### config.mk
export PLATFORM = sky130hd
export DESIGN_NAME = sigma_delta_decimator
export DESIGN_NICKNAME = d
export VERILOG_FILES = /design/src/rtl/sigma_delta_pkg.sv /design/src/rtl/cic_integrator.sv /design/src/rtl/sigma_delta_decimator.sv
export SDC_FILE = /design/constraint.sdc
export NUM_CORES = 1
export LEC_CHECK = 0
export CORE_AREA = 2 2 167 169
export CTS_CLUSTER_SIZE = 30
export DETAILED_ROUTE_END_ITERATION = 12
export DIE_AREA = 0 0 169 171
export PLACE_DENSITY = 0.6
export SKIP_CTS_REPAIR_TIMING = 1
export SYNTH_ARGS = -nofsm -noshare
export SYNTH_HDL_FRONTEND = slang
export SYNTH_SLANG_ARGS = --single-unit
### constraint.sdc
create_clock -name clk -period 6.6 [get_ports clk]
set_input_delay 0.99 -clock clk [delete_from_list [all_inputs] [get_ports clk]]
set_output_delay 0.99 -clock clk [all_outputs]
set_load 0.02 [all_outputs]
### src/rtl/sigma_delta_pkg.sv
// sigma_delta_pkg: constants and helpers shared by the sigma-delta modulator,
// the CIC decimator and any later variants.
// No ports; import with `import sigma_delta_pkg::*;`.

package sigma_delta_pkg;

  // Number of integrator/comb stages in the sinc^3 decimator.
  localparam int CIC_ORDER = 3;

  // Ticks whose output is discarded while the comb delay line fills.
  localparam int WARMUP_TICKS = 3;

  // Register width needed to hold the CIC gain R^3 = 2^(3*log2_r) without
  // ambiguity; one extra bit over the gain so raw == R^3 is representable.
  function automatic int cic_width(input int log2_r);
    return CIC_ORDER * log2_r + 1;
  endfunction

endpackage

### src/rtl/cic_integrator.sv
// cic_integrator: W-bit wrapping accumulator with enable, one CIC integrator stage.
// Latency: acc reflects an addend one clock after the enabled edge.
// Ports: clk, n_reset (sync, active-low), en, add[W-1:0] in; acc[W-1:0] out.

module cic_integrator #(
  parameter int W = 19
) (
  input  logic         clk,
  input  logic         n_reset,
  input  logic         en,
  input  logic [W-1:0] add,
  output logic [W-1:0] acc
);

  // Overflow wraps modulo 2^W; the comb section differences cancel it.
  always_ff @(posedge clk) begin
    if (!n_reset) begin
      acc <= '0;
    end else if (en) begin
      acc <= acc + add;
    end
  end

endmodule

### src/rtl/sigma_delta_decimator.sv
// sigma_delta_decimator: 1-bit pulse-density stream -> N-bit unsigned PCM via
// a sinc^3 CIC filter decimating by R = 2^LOG2_R. One sample per R accepted bits.
// Ports: clk, n_reset (sync, active-low), in, in_valid in; out[N-1:0], out_valid out.
// No backpressure: in_valid=0 freezes every state element, out_valid is a one-cycle strobe.

module sigma_delta_decimator
  import sigma_delta_pkg::*;
#(
  parameter int N      = 16,
  parameter int LOG2_R = 6
) (
  input  logic         clk,
  input  logic         n_reset,
  input  logic         in,
  input  logic         in_valid,
  output logic [N-1:0] out,
  output logic         out_valid
);

  localparam int W  = cic_width(LOG2_R);
  // Full-scale raw value is R^3 = 2^(3*LOG2_R); shifting by SH maps it to 2^N.
  localparam int SH = CIC_ORDER * LOG2_R - N;

  if (LOG2_R < 1 || CIC_ORDER * LOG2_R < N) begin : g_param_check
    $error("sigma_delta_decimator: need LOG2_R >= 1 and 3*LOG2_R >= N");
  end

  // ---------------------------------------------------------------------------
  // Integrators: each stage adds the previous stage's registered (pre-update)
  // value, so the three form a pure register chain with no combinational ripple.
  // ---------------------------------------------------------------------------
  logic [W-1:0] i1, i2, i3;
  logic [W-1:0] in_ext;

  assign in_ext = {{(W-1){1'b0}}, in};

  cic_integrator #(.W(W)) u_int1 (
    .clk     (clk),
    .n_reset (n_reset),
    .en      (in_valid),
    .add     (in_ext),
    .acc     (i1)
  );

  cic_integrator #(.W(W)) u_int2 (
    .clk     (clk),
    .n_reset (n_reset),
    .en      (in_valid),
    .add     (i1),
    .acc     (i2)
  );

  cic_integrator #(.W(W)) u_int3 (
    .clk     (clk),
    .n_reset (n_reset),
    .en      (in_valid),
    .add     (i2),
    .acc     (i3)
  );

  // ---------------------------------------------------------------------------
  // Decimation counter: tick on the accepted bit that completes a frame.
  // ---------------------------------------------------------------------------
  logic [LOG2_R-1:0] cnt;
  logic              tick;

  assign tick = in_valid && (&cnt);

  // ---------------------------------------------------------------------------
  // Comb section, evaluated combinationally at the decimated rate from the
  // registered i3; delay registers only load on a tick.
  // ---------------------------------------------------------------------------
  logic [W-1:0] z1, z2, z3;
  logic [W-1:0] d1, d2, d3;
  logic [W-1:0] scaled;
  logic [N-1:0] sat_out;

  always_comb begin
    d1 = i3 - z1;
    d2 = d1 - z2;
    d3 = d2 - z3;
    // d3 lies in 0..R^3; after the shift only R^3 itself (all-ones input)
    // exceeds N bits, and it clamps to full scale.
    scaled = d3 >> SH;
    if (|scaled[W-1:N]) begin
      sat_out = '1;
    end else begin
      sat_out = scaled[N-1:0];
    end
  end

  // ---------------------------------------------------------------------------
  // Warm-up: the first ticks see a partially filled comb history, so their
  // samples are written to `out` but not announced.
  // ---------------------------------------------------------------------------
  logic [1:0] warm_cnt;
  logic       warm_done;

  assign warm_done = (warm_cnt == 2'(WARMUP_TICKS));

  always_ff @(posedge clk) begin
    if (!n_reset) begin
      cnt       <= '0;
      z1        <= '0;
      z2        <= '0;
      z3        <= '0;
      warm_cnt  <= '0;
      out       <= '0;
      out_valid <= 1'b0;
    end else begin
      out_valid <= 1'b0;
      if (in_valid) begin
        cnt <= cnt + 1'b1;
      end
      if (tick) begin
        z1  <= i3;
        z2  <= d1;
        z3  <= d2;
        out <= sat_out;
        if (warm_done) begin
          out_valid <= 1'b1;
        end else begin
          warm_cnt <= warm_cnt + 2'd1;
        end
      end
    end
  end

endmodule

Word-level counts from Yosys, hierarchy flattened
Cells that the tools add are included.

Word-level logic and storage cells: 26. Output and inout port bits: 17. Register bits: 139. Input bits: 4.

Bitwise operators: 1. Add/sub/neg operators: 8. Mux-type cells: 2. Eq/ne operators: 1. Reduce and logical (&&, ||, !) cells: 4.

Operators with widths (number): $sub 19x19->19 (3); $add 19x19->19 (2); $add 19x1->19 (1); $mux 16 (1); $add 6x1->6 const B (1); $reduce_and 6->1 (1); $reduce_and 2->1 (2); $add 2x1->2 const B (1); $eq 2x2->1 const B (1); $logic_and 1x1->1 (1); $mux 1 (1); $not 1->1 (1).

Logic depth before layout (Yosys ltp)
Depth after elaboration: 4. Depth in mapped cells: 27.

Cells and area by module
Synthesis repeated with hierarchy kept, for this count alone.

Cell total of the unflattened synthesis: 1315. Area total of the unflattened synthesis: 10485.1 µm².

Modules (own cells, without submodules): sigma_delta_decimator (instances 1, area an instance 5432.7 µm², sequential area each 1641.6 µm², cells each 706); cic_integrator at u_int2 ... (instances 2, area an instance 1689.1 µm², sequential area each 380.4 µm², cells each 201); cic_integrator at u_int1 (instances 1, area an instance 1674.1 µm², sequential area each 380.4 µm², cells each 207).

Worst setup path after synthesis
No wires, ideal clock.

Path type: register to register. Start: register z1[1]. End: register out[10]. Required time: 6.450 ns. Stages on the path, launching flop included: 28. Path buffers: 1. Library setup time: 0.150 ns. Arrival time: 5.177 ns. Path slack: 1.273 ns. Path through: dfxtp_1 > inv_1 > ha_1 > nor2b_1 > o21ai_0 > a21boi_1 > o21a_1 > o21a_1 > o21ai_0 > nor3b_1 > nor2_1 > ha_1 > and4_1 > and3_1 > a2111oi_2 > nand2_1 > a21oi_1 > xnor2_1 > ha_1 > and3_1 > a221o_1 > a21oi_1 > o21ai_1 > nor3_1 > o21bai_1 > xnor3_2 > buf_6 > a31oi_2.

Longest elaborated chain between the ends: 4.

Ends and longest elaborated chain: start, declared (RTL line sigma_delta_decimator.sv:73) `logic [W-1:0] z1, z2, z3;`; start signal, assigned (RTL line sigma_delta_decimator.sv:116) `z1 <= i3;`; $sub 19x19->19 (RTL line sigma_delta_decimator.sv:79) `d1 = i3 - z1;`; net d1[7] (RTL line sigma_delta_decimator.sv:74) `logic [W-1:0] d1, d2, d3;`; $sub 19x19->19 (RTL line sigma_delta_decimator.sv:80) `d2 = d1 - z2;`; net d2[12] (RTL line sigma_delta_decimator.sv:74); $sub 19x19->19 (RTL line sigma_delta_decimator.sv:81) `d3 = d2 - z3;`; $mux 16 (RTL line sigma_delta_decimator.sv:85) `if (|scaled[W-1:N]) begin`; end signal, assigned (RTL line sigma_delta_decimator.sv:119) `out <= sat_out;`; end, declared (RTL line sigma_delta_decimator.sv:16) `output logic [N-1:0] out,`.

The timed path passes the listed nets, and every way through them passes these cells. A chain may end at the register's enable or synchronous reset.

Worst setup path in the final report
Start: register z1[1]. End: register out[1].

Same word-level chain as after synthesis.

==> flow_summary.yaml <==
die:
  die_area_mm2: 0.0289
  ios: 21
  fp.dieH_um: 171
  core_area_mm2: 0.0273
  start_util_pct: 34.4
  die_w_um: 169
  row_count: 61
sta:
  fin_crit_ns: 5.95
  slew_headroom_pct: 29.7
  worst_pin_slew_ns: 1.05
  skew_ns: 0.0142
  tns_ns: 0
  fin_crit_sh_pct: 90.1
  hold_viol: 0
  rsz0062_at_grt: "no"
  slew_viol_final: 0
  setup_viol: 0
  max_freq_ghz: 0.168
synthesis:
  synth_top_cells_by_area: "dfxtp_1 (30%), ha_1 (12%), nand2_1 (6.0%)"
  synth_flop_cell: "dfxtp_1"
  netlist_instances: 1133
  synth_top_area_share_pct: 29.6
  yosysUniqueCellTypes: 66
  synth_edf_count: 0
  syn-num-nets: 1234
  ys_seq_elements: 139
  yosysTopAreaCell: "dfxtp_1"
  syn_avg_cell_area_um2: 8.29
  yosysWarnings: 0
  yosysSeqAreaShare_pct: 29.6
  async_reset_ff_share_pct: 0
  synth_area_mm2: 0.00939
cts:
  clk_latency_ns: 0.42
  clk_pin_slew_ns: 0.06
  ctsHtreeMaxLevel: 4
  cts_made_buffers: 17
  cts_tree: "yes"
  clk_path_buf_depth: 2
  cts_root_buf: "clkbuf_16"
  cts.sinks: 139
power_and_ir_drop:
  power_density_mw_per_mm2: 242
  peakVddDrop_mv: 0.157
  p_leak_nw: 4.30
worst_setup_path:
  crit_slowest_cell: "xnor3_4"
  crit_type: "flop to flop"
  crit_top_cell: "ha_1"
  crit_path_start: "z1[1]"
  crit_fanout: 16
  cpPeakStageDelay_ns: 0.48
  worst_ep_arrival_time_ns: 6.30
  crit_family: "compound AO/OA/AOI/OAI gates"
  rr_startpoint: "z1[1]"
  cp-start-kind: "flop"
  endpoint_kind: "flop"
  path_buf_inv: 1
  cp.required_ns: 6.95
drt:
  totalWireLength_um: 18100
  ant_nets: 0
  vias: 7351
  post_drt_wl_per_cell_um: 12.2
  drt_iter0_markers: 264
  firstDrtPassIters: 4
  via_per_inst: 4.93
  drc: 0
hold_path:
  holdCritStartpoint: "z3[16]"
  hold_class: "flop to flop"
cells_and_area:
  fin_nets: 1233
  synthToLayoutAreaGrowth_pct: 11.9
  layoutNonFillerInstCount: 1490
  final_util_pct: 38.5
  drive_gt1_share_pct: 5.16
  antennaDiodeCount: 0
global_routing:
  grtUsageTotal_pct: 13.5
  grt_max_degree: 97
  grt_pass1_vias: 7239
  grt_pass1_wl_um: 32600
  antenna_found_initial: 0
  overflow: 0
outcome:
  outcome: "completed"
flow_run:
  maxCapViolCount: 0
placement:
  place.gp.congestion: 0.770
  port_buffers: 20
  place_hpwl_um: 12800
  dp.cells: 1459
[per-stage QoR]
| stage | instance area (um2) | power (mW) | setup WS (ns) | hold slack (ns) |
|---|---|---|---|---|
| 6_report | 10500 | 2.54 | 0.651 | 0.455 |
| 5_1_grt | 10500 | 2.69 | 0.0133 | 0.483 |
| 4_1_cts | 10500 | 2.57 | 0.573 | 0.459 |
| 3_5_place_dp | 9880 | 1.55 | 0.633 | 0.450 |
| 3_3_place_gp | 9880 | 1.54 | 0.770 | 0.444 |
| 2_1_floorplan | 9390 | 1.44 | 1.27 | 0.435 |
[cells in the final DEF, fill, tap and decap left out, drive strengths merged, types with 5 or more instances in the layout]
cell type / synthesis / layout
a211oi: 5 / 5
a21boi: 57 / 57
a21o: 26 / 26
a21oi: 51 / 51
a31oi: 21 / 21
and2: 25 / 25
and3: 12 / 12
and4: 8 / 8
buf: 8 / 6
clkbuf: 36 / 19
clkdlybuf4s50: 0 / 18
clkinv: 0 / 5
dfxtp: 139 / 139
ha: 93 / 93
inv: 76 / 76
mux2i: 23 / 23
nand2: 150 / 150
nand2b: 7 / 7
nand3: 30 / 30
nand3b: 5 / 5
nand4: 12 / 12
nor2: 47 / 47
nor2b: 47 / 47
nor3: 21 / 21
o211a: 12 / 12
o211ai: 7 / 7
o21a: 11 / 11
o21ai: 58 / 58
o31a: 5 / 5
or3: 7 / 7
xnor2: 58 / 58
xor2: 26 / 26
[cells by family (layout without fill, tap and decap cells)]
| kind of cell | Yosys count | in the layout | share of synthesized area, % |
|---|---|---|---|
| xor gates and xnor gates | 86 | 86 | 8.33 |
| muxes | 23 | 23 | 2.45 |
| AOI/OAI and AO/OA | 283 | 283 | 21.1 |
| adders and majority gates | 97 | 97 | 13.2 |
| DFF | 139 | 139 | 29.6 |
| and+or+nand+nor | 385 | 385 | 20.3 |
| buffers and inverters | 120 | 131 | 4.92 |
[synthesized netlist by cell type (all sizes together) (4+ instances only)]
cell type,number
o21bai,4
o211a,12
o211ai,7
xnor2,58
nand4b,4
nor3b,4
ha,93
nor2,47
o21a,11
a21boi,57
nor3,21
dfxtp,139
clkbuf,36
a31oi,21
nand3,30
nand2,150
o21ai,58
or3,7
o31a,5
inv,76
mux2i,23
xor2,26
and3,12
a21oi,51
a211oi,5
nand3b,5
a41oi,4
and4,8
a21o,26
nand2b,7
and2,25
nor2b,47
fa,4
nand4,12
buf,8
[power by group]
| part | internal [mW] | total [mW] | switching (mW) |
|---|---|---|---|
| logic | 0.283 | 0.680 | 0.398 |
| registers | 0.845 | 0.850 | 0.00585 |
| clock network | 0.647 | 1.01 | 0.364 |
[layer usage]
layer	up-vias	GRT usage, %	part of all wire [%]
met3	12	2.61	1.6
met2	56	24.4	48
met4	0	3.90	1.1
met1	3313	16.2	50
li1	3970	-	-
met5	-	0	0
[sequential cells by signal (all words and copies together), names as in the netlist]
| register | flops |
|---|---|
| cnt | 6 |
| z1 | 19 |
| warm_cnt | 2 |
| z2 | 19 |
| u_int1.acc | 19 |
| u_int3.acc | 19 |
| out_valid | 1 |
| u_int2.acc | 19 |
| out | 16 |
| z3 | 19 |
[final cells by class]
type | instances | area (um2)
Clock buffer | 19 | 453
Clock inverter | 12 | 171
Fill cell | 2798 | 16800
Inverter | 76 | 285
Multi-Input combinational cell | 874 | 6160
Sequential cell | 139 | 2780
Tap cell | 346 | 433
Timing Repair Buffer | 24 | 223
[path summary, 6_finish.rpt]
check / end / slack [ns] / cells after the start
worst max register to register: out[1] / 0.65 / 26
worst max-delay path: out[1] / 0.65 / 26
worst min register to register: z3[16] / 0.45 / 2
worst min-delay path: z3[16] / 0.45 / 2
[worst register-to-register path: cells and delay by family (launching register included)]
family                   cells  cell delay [ns]
flip-flops                   1             0.37
buffers and inverters        1             0.07
AO/OA/AOI/OAI               12             2.48
XOR/XNOR                     2             0.65
AND/OR/NAND/NOR              8             1.40
adder cells (fa/ha/maj)      3             0.91
Power figures use the tool's default switching activity.
